[src/rtl/imm_ext_pkg.sv]
// ============================================================================
// Module      : imm_ext_pkg
// Description : Shared mode encodings and occupancy states for imm_ext_pipe.
// Revision    : 1.0 - initial release
// ============================================================================
`timescale 1ns/1ps
`default_nettype none

package imm_ext_pkg;

    localparam int IMM_MODE_W = 3;

    localparam logic [IMM_MODE_W-1:0] IMM_MODE_ZERO   = 3'd0;
    localparam logic [IMM_MODE_W-1:0] IMM_MODE_SIGN   = 3'd1;
    localparam logic [IMM_MODE_W-1:0] IMM_MODE_UPPER  = 3'd2;
    localparam logic [IMM_MODE_W-1:0] IMM_MODE_BRANCH = 3'd3;

    typedef enum logic [1:0] {
        ST_EMPTY = 2'd0,
        ST_ONE   = 2'd1,
        ST_TWO   = 2'd2
    } occ_state_t;

endpackage : imm_ext_pkg

`default_nettype wire

[src/rtl/imm_ext_core.sv]
// ============================================================================
// Module      : imm_ext_core
// Description : Combinational immediate extender (zero/sign/upper/branch).
// Revision    : 1.0 - initial release
// ============================================================================
`timescale 1ns/1ps
`default_nettype none

module imm_ext_core
    import imm_ext_pkg::*;
#(
    parameter int IMM_W    = 16,
    parameter int DATA_W   = 32,
    parameter int BR_SHIFT = 2
) (
    input  logic [IMM_W-1:0]      imm,
    input  logic [IMM_MODE_W-1:0] mode,
    output logic [DATA_W-1:0]     ext
);

    logic [DATA_W-1:0] w_zext;
    logic [DATA_W-1:0] w_sext;

    assign w_zext = DATA_W'(imm);
    assign w_sext = DATA_W'($signed(imm));

    // Illegal modes deliberately produce all-zero data.
    always_comb begin
        ext = '0;
        case (mode)
            IMM_MODE_ZERO:   ext = w_zext;
            IMM_MODE_SIGN:   ext = w_sext;
            IMM_MODE_UPPER:  ext = w_zext << (DATA_W - IMM_W);
            IMM_MODE_BRANCH: ext = w_sext << BR_SHIFT;
            default:         ext = '0;
        endcase
    end

endmodule : imm_ext_core

`default_nettype wire

[src/rtl/imm_ext_pipe.sv]
// ============================================================================
// Module      : imm_ext_pipe
// Description : Registered immediate extender behind a 2-entry skid buffer.
//               Optional sticky illegal-mode flag: define IMMEXT_ERR_EN.
// Revision    : 1.0 - initial release
// ============================================================================
`timescale 1ns/1ps
`default_nettype none

module imm_ext_pipe
    import imm_ext_pkg::*;
#(
    parameter int IMM_W    = 16,
    parameter int DATA_W   = 32,
    parameter int BR_SHIFT = 2,
    parameter int TAG_W    = 4
) (
    input  logic                  clk,
    input  logic                  rst_n,
    input  logic                  in_valid,
    output logic                  in_ready,
    input  logic [IMM_W-1:0]      in_imm,
    input  logic [IMM_MODE_W-1:0] in_mode,
    input  logic [TAG_W-1:0]      in_tag,
    output logic                  out_valid,
    input  logic                  out_ready,
    output logic [DATA_W-1:0]     out_data,
    output logic [TAG_W-1:0]      out_tag,
    output logic                  err
);

    occ_state_t        r_state;
    occ_state_t        w_state_nxt;
    logic              r_in_ready;
    logic [DATA_W-1:0] r_out_data;
    logic [TAG_W-1:0]  r_out_tag;
    logic [DATA_W-1:0] r_skid_data;
    logic [TAG_W-1:0]  r_skid_tag;

    logic [DATA_W-1:0] w_ext;
    logic [TAG_W-1:0]  w_beat_tag;
    logic              w_acc;
    logic              w_drain;
    logic              w_load_out;
    logic              w_load_skid;
    logic              w_out_from_skid;

    imm_ext_core #(
        .IMM_W    (IMM_W),
        .DATA_W   (DATA_W),
        .BR_SHIFT (BR_SHIFT)
    ) u_core (
        .imm  (in_imm),
        .mode (in_mode),
        .ext  (w_ext)
    );

    assign out_valid = (r_state != ST_EMPTY);
    assign in_ready  = r_in_ready;
    assign out_data  = r_out_data;
    assign out_tag   = r_out_tag;
    assign w_acc     = in_valid & r_in_ready;
    assign w_drain   = out_valid & out_ready;

`ifdef IMMEXT_ERR_EN
    logic w_illegal;
    logic r_err;

    assign w_illegal = (in_mode > IMM_MODE_BRANCH);
    assign err       = r_err;

    // Tag MSB marks the offending beat so the consumer can locate it.
    always_comb begin
        w_beat_tag            = in_tag;
        w_beat_tag[TAG_W-1]   = in_tag[TAG_W-1] | w_illegal;
    end

    always_ff @(posedge clk or negedge rst_n) begin
        if (!rst_n) begin
            r_err <= 1'b0;
        end else if (w_acc && w_illegal) begin
            r_err <= 1'b1;
        end
    end
`else
    assign err        = 1'b0;
    assign w_beat_tag = in_tag;
`endif

    always_comb begin
        w_state_nxt     = r_state;
        w_load_out      = 1'b0;
        w_load_skid     = 1'b0;
        w_out_from_skid = 1'b0;
        case (r_state)
            ST_EMPTY: begin
                if (w_acc) begin
                    w_state_nxt = ST_ONE;
                    w_load_out  = 1'b1;
                end
            end
            ST_ONE: begin
                if (w_acc && !w_drain) begin
                    w_state_nxt = ST_TWO;
                    w_load_skid = 1'b1;
                end else if (w_acc && w_drain) begin
                    w_load_out  = 1'b1;
                end else if (w_drain) begin
                    w_state_nxt = ST_EMPTY;
                end
            end
            ST_TWO: begin
                // in_ready is low here, so only a drain can happen.
                if (w_drain) begin
                    w_state_nxt     = ST_ONE;
                    w_out_from_skid = 1'b1;
                end
            end
            default: begin
                w_state_nxt = ST_EMPTY;
            end
        endcase
    end

    always_ff @(posedge clk or negedge rst_n) begin
        if (!rst_n) begin
            r_state     <= ST_EMPTY;
            r_in_ready  <= 1'b1;
            r_out_data  <= '0;
            r_out_tag   <= '0;
            r_skid_data <= '0;
            r_skid_tag  <= '0;
        end else begin
            r_state    <= w_state_nxt;
            r_in_ready <= (w_state_nxt != ST_TWO);
            if (w_load_out) begin
                r_out_data <= w_ext;
                r_out_tag  <= w_beat_tag;
            end else if (w_out_from_skid) begin
                r_out_data <= r_skid_data;
                r_out_tag  <= r_skid_tag;
            end
            if (w_load_skid) begin
                r_skid_data <= w_ext;
                r_skid_tag  <= w_beat_tag;
            end
        end
    end

endmodule : imm_ext_pipe

`default_nettype wire

[config.mk]
export PLATFORM = sky130hd
export DESIGN_NAME = imm_ext_pipe
export DESIGN_NICKNAME = d
export VERILOG_FILES = /design/src/rtl/imm_ext_pkg.sv /design/src/rtl/imm_ext_core.sv /design/src/rtl/imm_ext_pipe.sv
export SDC_FILE = /design/constraint.sdc
export NUM_CORES = 1
export LEC_CHECK = 0
export ABC_AREA = 1
export BUFFER_PORTS_ARGS = -buffer_cell sky130_fd_sc_hd__buf_2
export CAP_MARGIN = 20
export CORE_MARGIN = 2
export CORE_UTILIZATION = 35
export CTS_BUF_LIST = sky130_fd_sc_hd__clkbuf_8 sky130_fd_sc_hd__clkbuf_16
export CTS_CLUSTER_DIAMETER = 200
export CTS_CLUSTER_SIZE = 28
export DETAILED_ROUTE_END_ITERATION = 8
export PLACE_DENSITY = 0.62
export SYNTH_ARGS = -nofsm -noshare
export SYNTH_HDL_FRONTEND = slang
export SYNTH_HIERARCHICAL = 1
export SYNTH_SLANG_ARGS = --single-unit
[constraint.sdc]
create_clock -name clk -period 4.3 [get_ports clk]
set_clock_uncertainty 0.2 [all_clocks]
set_input_delay 0.43 -clock clk [delete_from_list [all_inputs] [get_ports clk]]
set_output_delay 0.43 -clock clk [all_outputs]
set_load 0.01 [all_outputs]
==> results of run 1 <==
report_power, final:
| group | internal, mW | total [mW] | switching (mW) | leakage (nW) |
|---|---|---|---|---|
| combinational | 0.342 | 0.950 | 0.608 | 1.31 |
| sequential | 1.01 | 1.18 | 0.161 | 0.936 |
| clock | 0.519 | 0.809 | 0.291 | 0.154 |
| total | 1.87 | 2.93 | 1.06 | 2.40 |
worst max path at each step:
| stage | endpoint | cells after the start |
|---|---|---|
| 2_1_floorplan | out_valid | 3 |
| 3_3_place_gp | r_skid_tag[2] | 7 |
| 3_5_place_dp | r_skid_data[16] | 7 |
| 4_1_cts | r_skid_data[16] | 7 |
| 5_1_grt | r_skid_data[16] | 8 |
| 6_report | r_skid_data[16] | 7 |
worst max-delay path, stage by stage:
cell and delay (ns):
buf_2 0.57, inv_1 0.15, nand2_2 0.11, inv_2 0.04, nand2_2 0.48, buf_4 0.40, o21ai_0 0.12
layout make-up:
| cell class | count | share of cell area [%] |
|---|---|---|
| sequential | 75 | 40.75 |
| multi-input combinational | 355 | 35.70 |
| timing repair buffer | 69 | 7.820 |
| clock buffer | 10 | 5.186 |
| inverter | 61 | 4.969 |
| tap | 143 | 3.883 |
| clock inverter | 5 | 1.683 |
routing by layer:
metal | wire length (µm) | global-route usage (%) | vias up
li1 | - | - | 1805
met3 | 698 | 3.445 | 6
met2 | 4539 | 25.24 | 143
met5 | 0 | 0 | -
met1 | 5029 | 25.93 | 1747
met4 | 80 | 5.250 | 0
cells in the final DEF (no fill, tap or decap):
cell and count:
a21oi_1 1, buf_2 63, buf_4 6, bufinv_16 2
clkbuf_16 9, clkbuf_8 1, clkinv_2 2, clkinvlp_4 1
conb_1 1, dfrtp_1 74, dfstp_2 1, inv_1 58
inv_2 3, nand2_1 164, nand2_2 2, nand2_4 1
nand2_8 1, nand3_1 77, nand4_1 38, nor2_1 4
nor2_2 1, nor2_4 1, o21ai_0 48, o21ai_1 15
o22ai_1 1
sequential cells by signal, summed over array words and instances (netlist names):
| signal | count |
|---|---|
| out_data | 32 |
| r_skid_data | 32 |
| out_tag | 4 |
| r_skid_tag | 4 |
| r_state | 2 |
| in_ready | 1 |
stage by stage:
stage / util [%] / setup WS (ns) / hold WS, ns / instances
2_1_floorplan: - / 2.723 / -0.06559 / 532
3_3_place_gp: 38.07 / 1.647 / 0.2669 / 703
3_5_place_dp: 38.07 / 1.622 / 0.2732 / 703
4_1_cts: 40.88 / 1.951 / 0.09643 / 718
5_1_grt: 40.88 / 1.667 / 0.1382 / 718
6_report: 40.88 / 1.967 / 0.05207 / 718
kinds of logic after synthesis:
kind of cell    after synthesis  share of synthesized area (%)
compound gates               65                          8.154
buf+inv                     102                          12.03
flops                        75                          46.89
other cells                   1                        0.09363
simple gates                289                          32.83
==> qor.yml, run 1 <==
ys_ff_latch: 75
synth_edf_count: 0
nFillCells: 1151
p_total_mw: 2.935
die_height_um: 111.0
initial_utilization_pct: 35.53
gr-total-overflow: 0
vias: 3701
drive_gt1_share_pct: 16.35
setup_viol: 0
r2r_start: "r_state[1]"
die_x_um: 111.0
grt_util_all_layers_pct: 17.31
root_buffer: "clkbuf_16"
clock_tree.buffer_depth: 2
drv_slew: 0
max_freq_ghz: 0.4287
drtPass1Iterations: 5
regArea_um2: 1878
worst_r2r_path_depth: 6
fin_area_um2: 4608
via_per_inst: 5.155
fp.coreArea_um2: 11270
yosys_warnings: 6
cts_sinks: 75
cp.required_ns: 4.30
wire_per_inst_um: 14.41
hold_class: "input pin to asynchronous set/reset pin"
hold_violations: 0
syn_area_um2: 4005
worst_pin_slew_ns: 0.9535
drt_iter0_drc: 323
synth_top_area_share_pct: 46.24
grt_max_degree: 76
postCtsSetupBuffers: 0
synthArstFlopShare_pct: 100.0
leakagePower_nw: 2.396
fin_crit_sh_pct: 54.24
post_cts_resized: 0
ys_types: 23
fin_crit_ns: 2.333
ys_top_cells_by_count: "164 x nand2_1, 77 x nand3_1, 74 x dfrtp_1, 58 x inv_1, 48 x o21ai_0"
synth_nets: 559
synthTopCellsByArea: "dfrtp_1 46%, nand2_1 15%, nand3_1 9.6%"
synth_top_flop_cell: "dfrtp_1"
yosysTopAreaCell: "dfrtp_1"
syn_area_per_cell_um2: 7.528
yosysSeqAreaShare_pct: 46.89
max-vdd-ir-drop_mv: 0.3054
cts_tree: "done"
status: "finished clean"
fin_setup_tns_ns: 0
cts_hold_buf: 0
crit_type: "input pin to flip-flop"
end_kind: "flip-flop"
power.density_nw_per_um2: 636.9
htree_levels: 3
route.detailed.drc: 0
numCtsBuffers: 9
clock_latency_ns: 0.33
r2r-end: "out_data[21]"
postSynthCellCount: 532
multi_input_area_um2: 1645
clk_pin_slew_ns: 0.06
io_pins: 66
io_buffers: 64
drt_wl_total_um: 10350
post_dp_cell_area_um2: 4292
syn2layout_area_growth_pct: 15.06
cp_max_fo: 41
yosysMostFrequentCell: "nand2_1"
routabilityCongestion: 0.7880
critPathLaunchType: "input pin"
diodes: 0
crit_path_start: "out_ready"
antenna_found_initial: 0
rsz0062_at_grt: "no"
crit_arrival_ns: 2.33
num_rows: 39
detail-route-antenna-nets: 0
grt_pass1_wl_um: 17530
maxSlewHeadroom_pct: 36.43
r2r_setup_slack_ns: 2.08
fin_nets: 598
grt_pass1_vias: 3476
fp.dieArea_um2: 12310
post-dp-hpwl_um: 6513
cap_violations: 0
Note: power is estimated with default switching activity, not from simulation.
==> run 2: changes to the inputs <==
--- a/config.mk
+++ b/config.mk
@@ -5,7 +5,7 @@
 export SDC_FILE = /design/constraint.sdc
 export NUM_CORES = 1
 export LEC_CHECK = 0
-export ABC_AREA = 1
+export ABC_AREA = 0
 export BUFFER_PORTS_ARGS = -buffer_cell sky130_fd_sc_hd__buf_2
 export CAP_MARGIN = 20
 export CORE_MARGIN = 2
==> constraint.sdc (replaced) <==
create_clock -name clk -period 2.3 [get_ports clk]
set_clock_uncertainty 0.2 [all_clocks]
set_input_delay 0.23 -clock clk [delete_from_list [all_inputs] [get_ports clk]]
set_output_delay 0.23 -clock clk [all_outputs]
set_load 0.01 [all_outputs]
==> run 2 against run 1 <==
Effect of this change:
- combinational power is 120% higher
- via count is 31% lower
- core utilization is 0.97 points higher
- die area is 1.8% higher
- synthesized cell count is 44% lower
- design area is 3.7% higher
- critical path type is now flip-flop to flip-flop
- largest cell class is now multi-input combinational cells
==> qor.yml, run 2 <==
status: "finished clean"
path_buf_inv: 1  # -3
postCtsSetupBuffers: 0  # unchanged
fin_crit_sh_pct: 88.46
worst_hold_slack_ns: 0.01842  # -0.03365 ns
synth_top_flop_cell: "dfrtp_1"
ys_ff_latch: 75  # unchanged
wire_per_inst_um: 17.56  # +22%
crit_arrival_ns: 2.05  # -0.28 ns
rsz0062_at_grt: "no"
fin_setup_tns_ns: 0  # unchanged
grt_pass1_wl_um: 14270  # -19%
synth_nets: 327  # -42%
r2r-end: "out_data[5]"
cp.required_ns: 2.31  # -1.99 ns
yosysSeqAreaShare_pct: 46.01  # -0.88 points
maxSlewHeadroom_pct: 52.76  # +16 points
hold_start: "out_ready"
antenna_found_initial: 0  # unchanged
clock_tree.buffer_depth: 2  # unchanged
p_comb_share_pct: 37.3  # +4.9 points
post-dp-hpwl_um: 5737  # -12%
p_switching_mw: 1.627  # +53%
cp_slowest_cell: "dfstp_2"
grt_max_degree: 48  # -37%
gr-total-overflow: 0  # unchanged
critPathLaunchType: "flip-flop"
hold_class: "input pin to flip-flop"
cpPeakStageDelay_ns: 0.52  # -0.05 ns
fin_area_um2: 4778  # +3.7%
grt_util_all_layers_pct: 14.53  # -2.8 points
syn_area_per_cell_um2: 13.60  # +81%
die_height_um: 112.0  # +0.91%
ys_top_cells_by_count: "74 x dfrtp_1, 60 x mux2_4, 44 x mux2_2, 29 x a21oi_1"
synth_top_area_share_pct: 45.37  # -0.86 points
drt_wl_total_um: 8903  # -14%
postSynthCellCount: 300  # -44%
setup_viol: 0  # unchanged
route.detailed.drc: 0  # unchanged
initial_utilization_pct: 35.74  # +0.21 points
diodes: 0  # unchanged
r2r_setup_slack_ns: 0.27  # -1.81 ns
clk_pin_slew_ns: 0.06  # about the same
grt_pass1_vias: 2645  # -24%
yosys_warnings: 6  # unchanged
detail-route-antenna-nets: 0  # unchanged
switching_share_pct: 29.24  # -6.9 points
layout_common_cells: "74 x dfrtp_1, 63 x buf_2, 60 x mux2_4, 44 x mux2_2, 29 x a21oi_1"
max-vdd-ir-drop_mv: 0.5281  # +73%
whs_path_depth: 3
cp_max_fo: 36  # -12%
fin_crit_ns: 2.035
fp.dieArea_um2: 12540  # +1.8%
io_pins: 66  # unchanged
io_buffers: 64  # unchanged
r2r_start: "in_ready"
cap_violations: 0  # unchanged
drv_slew: 0  # unchanged
crit_type: "flip-flop to flip-flop"
clkPwrFrac_pct: 22.5  # -5.1 points
cts_sinks: 75  # unchanged
post_dp_cell_area_um2: 4467  # +4.1%
vias: 2542  # -31%
hold_violations: 0  # unchanged
power_frac_seq_pct: 40.2  # about the same
synthArstFlopShare_pct: 100.0  # unchanged
critPathTopFamily: "simple AND/OR/NAND/NOR gates"
routabilityCongestion: 0.7311  # -7.2%
multi_input_area_um2: 1999  # +22%
die_x_um: 112.0  # +0.91%
syn_area_um2: 4081  # +1.9%
cts_tree: "done"
power.density_nw_per_um2: 1164  # +83%
via_per_inst: 5.014  # -2.7%
max_freq_ghz: 0.4915
regArea_um2: 1878  # unchanged
num_rows: 39  # unchanged
drive_gt1_share_pct: 52.75  # +36 points
yosysTopAreaCell: "dfrtp_1"
drtPass1Iterations: 4  # -1
ys_types: 27  # +17%
yosysMostFrequentCell: "dfrtp_1"
worst_pin_slew_ns: 0.7086  # -0.2450 ns
fp.coreArea_um2: 11420  # +1.3%
fin_nets: 387  # -35%
numCtsBuffers: 9  # unchanged
crit_chain: "nand2_1 -> or3_2 -> buf_12 -> mux2_4"
leakagePower_nw: 2.422  # +1.1%
syn2layout_area_growth_pct: 17.08
hold_end: "in_ready"
power.internal_mw: 3.937  # +110%
nFillCells: 1093  # -5.0%
root_buffer: "clkbuf_16"
htree_levels: 3  # unchanged
layout_commonest_cell: "dfrtp_1"
drt_iter0_drc: 130  # -60%
end_kind: "flip-flop"
synth_edf_count: 0  # unchanged
synthTopCellsByArea: "dfrtp_1 45%, mux2_4 22%, mux2_2 12%"
worst_r2r_path_depth: 4  # -2
clock_latency_ns: 0.33  # about the same
run 2: changes by cell type after synthesis, moves of 44 or more:
cell,before,now
mux2_4,0,60
inv_1,58,0
nand2_1,164,3
nand3_1,77,14
mux2_2,0,44
o21ai_0,48,0
run 2: what timing repair did:
| action | 4_1_cts | 5_1_grt |
|---|---|---|
| hold buffers | 5 | 0 |
| resized for setup | 0 | 0 |
| hold endpoints to repair | 42 | 0 |
run 2: cell type report:
class	instances	area share [%]
Sequential cell	75	39.30
Clock inverter	5	0.4713
Tap cell	143	3.744
Multi-Input combinational cell	200	41.84
Clock buffer	10	5.001
Timing Repair Buffer	74	9.636
run 2: worst reg2reg max path, cell delays in order (launching register included):
cell and delay, ns:
dfstp_2 0.52, nand2_1 0.12, or3_2 0.51, buf_12 0.22
mux2_4 0.35
run 2: routing by layer:
metal	up-vias	part of all wire, %	track usage (%)
met4	0	1.1	4.146
li1	1185	-	-
met1	1293	46	19.64
met3	10	4.3	3.919
met5	-	0	0
met2	54	48	23.11
run 2: logic make-up after synthesis:
family	Yosys count	share of synthesized area, %
compound gates	32	4.078
simple gates	57	8.829
buf+inv	25	5.181
mux	110	35.81
other cells	1	0.09188
flops	75	46.01
run 2: power by group through the flow:
stage / Sequential [mW] / Clock, mW / Combinational (mW)
after global placement: 2.24 / 0 / 2.04
after detailed placement: 2.27 / 0 / 2.09
after global routing: 2.32 / 1.34 / 2.23
after CTS: 2.25 / 1.29 / 2.11
after floorplan: 2.31 / 0 / 1.46
final: 2.24 / 1.25 / 2.07
run 2: worst max-delay path by stage:
stage                     slack (ns)  cells after the start     endpoint      from
after global routing            0.20                      4  out_data[5]  in_ready
after CTS                       0.25                      4  out_data[5]  in_ready
final                           0.27                      4  out_data[5]  in_ready
after detailed placement        0.26                      4  out_data[5]  in_ready
after global placement          0.29                      4  out_data[4]  in_ready
after floorplan                 0.38                      5  out_data[0]  in_ready
run 2: through the flow:
step	instances	power, mW	setup WS (ns)	util (%)
2_1_floorplan	300	3.763	0.3768	-
3_3_place_gp	487	4.278	0.2919	39.12
3_5_place_dp	487	4.360	0.2606	39.12
4_1_cts	507	5.653	0.2547	41.85
5_1_grt	507	5.893	0.1984	41.85
6_report	507	5.564	0.2655	41.85
==> run 3: changes to the inputs <==
--- a/config.mk
+++ b/config.mk
@@ -14,7 +14,7 @@
 export CTS_CLUSTER_DIAMETER = 200
 export CTS_CLUSTER_SIZE = 28
 export DETAILED_ROUTE_END_ITERATION = 8
-export PLACE_DENSITY = 0.62
+export PLACE_DENSITY = 0.6
 export SYNTH_ARGS = -nofsm -noshare
 export SYNTH_HDL_FRONTEND = slang
 export SYNTH_HIERARCHICAL = 1
==> run 3 against run 2 <==
Effect of this change:
- fmax is 1.3% lower
- design area is 0.60% higher
- wire length is 0.27% lower
- register-to-register slack worse by 0.03 ns
- total power is 1.0% higher
- sequential power hardly changed
- worst setup slack worse by 0.027 ns
- sequential cell count stayed put
- count of clock-buffer cells in the layout is 2 higher
- non-clock buffer count is 3 higher
- die area stayed put
- combinational power hardly changed
==> qor.yml, run 3 (same netlist as run 2, synthesis figures left out) <==
grt_pass1_wl_um: 14410  # +0.97%
end_kind: "flip-flop"
initial_utilization_pct: 35.74  # unchanged
pre_cts_ws_ns: 0.2532  # -0.007410 ns
drv_slew: 0  # unchanged
critPathLaunchType: "flip-flop"
drive_gt1_share_pct: 53.41  # +0.66 points
drt_iter0_drc: 60  # -54%
die_x_um: 112.0  # unchanged
cp_max_fo: 36  # unchanged
wire_per_inst_um: 17.41  # -0.86%
numCtsBuffers: 9  # unchanged
io_buffers: 64  # unchanged
layout_commonest_cell: "dfrtp_1"
via_per_inst: 5.002  # -0.24%
cap_violations: 0  # unchanged
routabilityCongestion: 0.7778  # +6.4%
antenna_found_initial: 0  # unchanged
root_buffer: "clkbuf_16"
fp.dieArea_um2: 12540  # unchanged
drtPass1Iterations: 4  # unchanged
setup_ws_ns: 0.2388  # -0.02671 ns
setup_viol: 0  # unchanged
diodes: 0  # unchanged
grt_pass1_vias: 2629  # -0.60%
power.density_nw_per_um2: 1169  # +0.42%
fin_setup_tns_ns: 0  # unchanged
hold_violations: 0  # unchanged
clock_tree.buffer_depth: 2  # unchanged
route.detailed.drc: 0  # unchanged
max_freq_ghz: 0.4851  # -1.3%
post_dp_cell_area_um2: 4477  # +0.22%
fin_crit_ns: 2.061  # +0.02671 ns
gr-total-overflow: 0  # unchanged
crit_type: "flip-flop to flip-flop"
post-dp-hpwl_um: 5789  # +0.92%
postCtsSetupBuffers: 0  # unchanged
status: "finished clean"
max-vdd-ir-drop_mv: 0.5139  # -2.7%
clk_pin_slew_ns: 0.05  # about the same
fin_crit_sh_pct: 89.62  # +1.2 points
detail-route-antenna-nets: 0  # unchanged
layout_common_cells: "74 x dfrtp_1, 63 x buf_2, 60 x mux2_4, 44 x mux2_2, 29 x a21oi_1"
maxSlewHeadroom_pct: 54.24  # +1.5 points
grt_max_degree: 50  # +4.2%
hold_class: "input pin to flip-flop"
syn2layout_area_growth_pct: 17.78
grt_util_all_layers_pct: 14.87  # +0.34 points
io_pins: 66  # unchanged
crit_arrival_ns: 2.07  # +0.02 ns
vias: 2551  # +0.35%
clock_latency_ns: 0.33  # about the same
fin_nets: 390  # +0.78%
cts_tree: "done"
nFillCells: 1109  # +1.5%
drt_wl_total_um: 8879  # -0.27%
cp.required_ns: 2.31  # about the same
rsz0062_at_grt: "no"
die_height_um: 112.0  # unchanged
num_rows: 39  # unchanged
fp.coreArea_um2: 11420  # unchanged
postLayoutCoreUtil_pct: 42.10  # +0.25 points
cts_sinks: 75  # unchanged
leakagePower_nw: 2.435  # +0.52%
htree_levels: 3  # unchanged
worst_pin_slew_ns: 0.6865  # -0.02210 ns
fin_area_um2: 4807  # +0.60%
run 3: path summary, 6_finish.rpt:
path	start	end	slack (ns)	cells after the start
max	in_ready	out_data[5]	0.24	4
min	out_ready	in_ready	0.02	3
max reg2reg	in_ready	out_data[5]	0.24	4
min reg2reg	r_skid_data[16]	r_skid_data[16]	0.29	1
max in group asynchronous	rst_n	out_data[1]	1.02	3
min in group asynchronous	rst_n	out_data[19]	0.27	2
run 3: layer usage:
layer  global-route usage (%)  share of wire (%)
met5                        0                  0
met4                    3.659                1.2
met3                    4.736                4.9
met2                    23.64                 46
met1                    19.89                 48
run 3: area by class of cell:
type / instances / area (µm²) / share of cell area [%]
multi-input combinational: 200 / 1999 / 41.59
sequential: 75 / 1878 / 39.07
timing repair buffer: 77 / 470.5 / 9.787
clock buffer: 12 / 266.5 / 5.544
tap: 143 / 178.9 / 3.722
clock inverter: 3 / 13.76 / 0.2863
run 3: power by group:
group | internal, mW | switching [mW] | total [mW]
Sequential | 1.91 | 0.326 | 2.24
Clock | 0.804 | 0.512 | 1.32
Combinational | 1.29 | 0.781 | 2.07
Total | 4.00 | 1.62 | 5.62
run 3: worst max-delay path, cell delays in order, from the launching register on:
cell,delay (ns)
dfstp_2,0.53
nand2_1,0.13
or3_2,0.51
buf_12,0.22
mux2_4,0.32
run 3: what timing repair did:
item                      in CTS  in global routing
hold endpoints to repair      55                  0
hold buffers                   5                  0
gates resized for setup        0                  0
run 3: through the flow:
step                      hold slack [ns]  cells  total power, mW
after global placement            0.09890    490            4.277
after global routing              0.03469    510            5.974
final                             0.02413    510            5.621
after detailed placement           0.1175    490            4.346
after CTS                         0.01641    510            5.700
after floorplan                   -0.2656    300            3.763
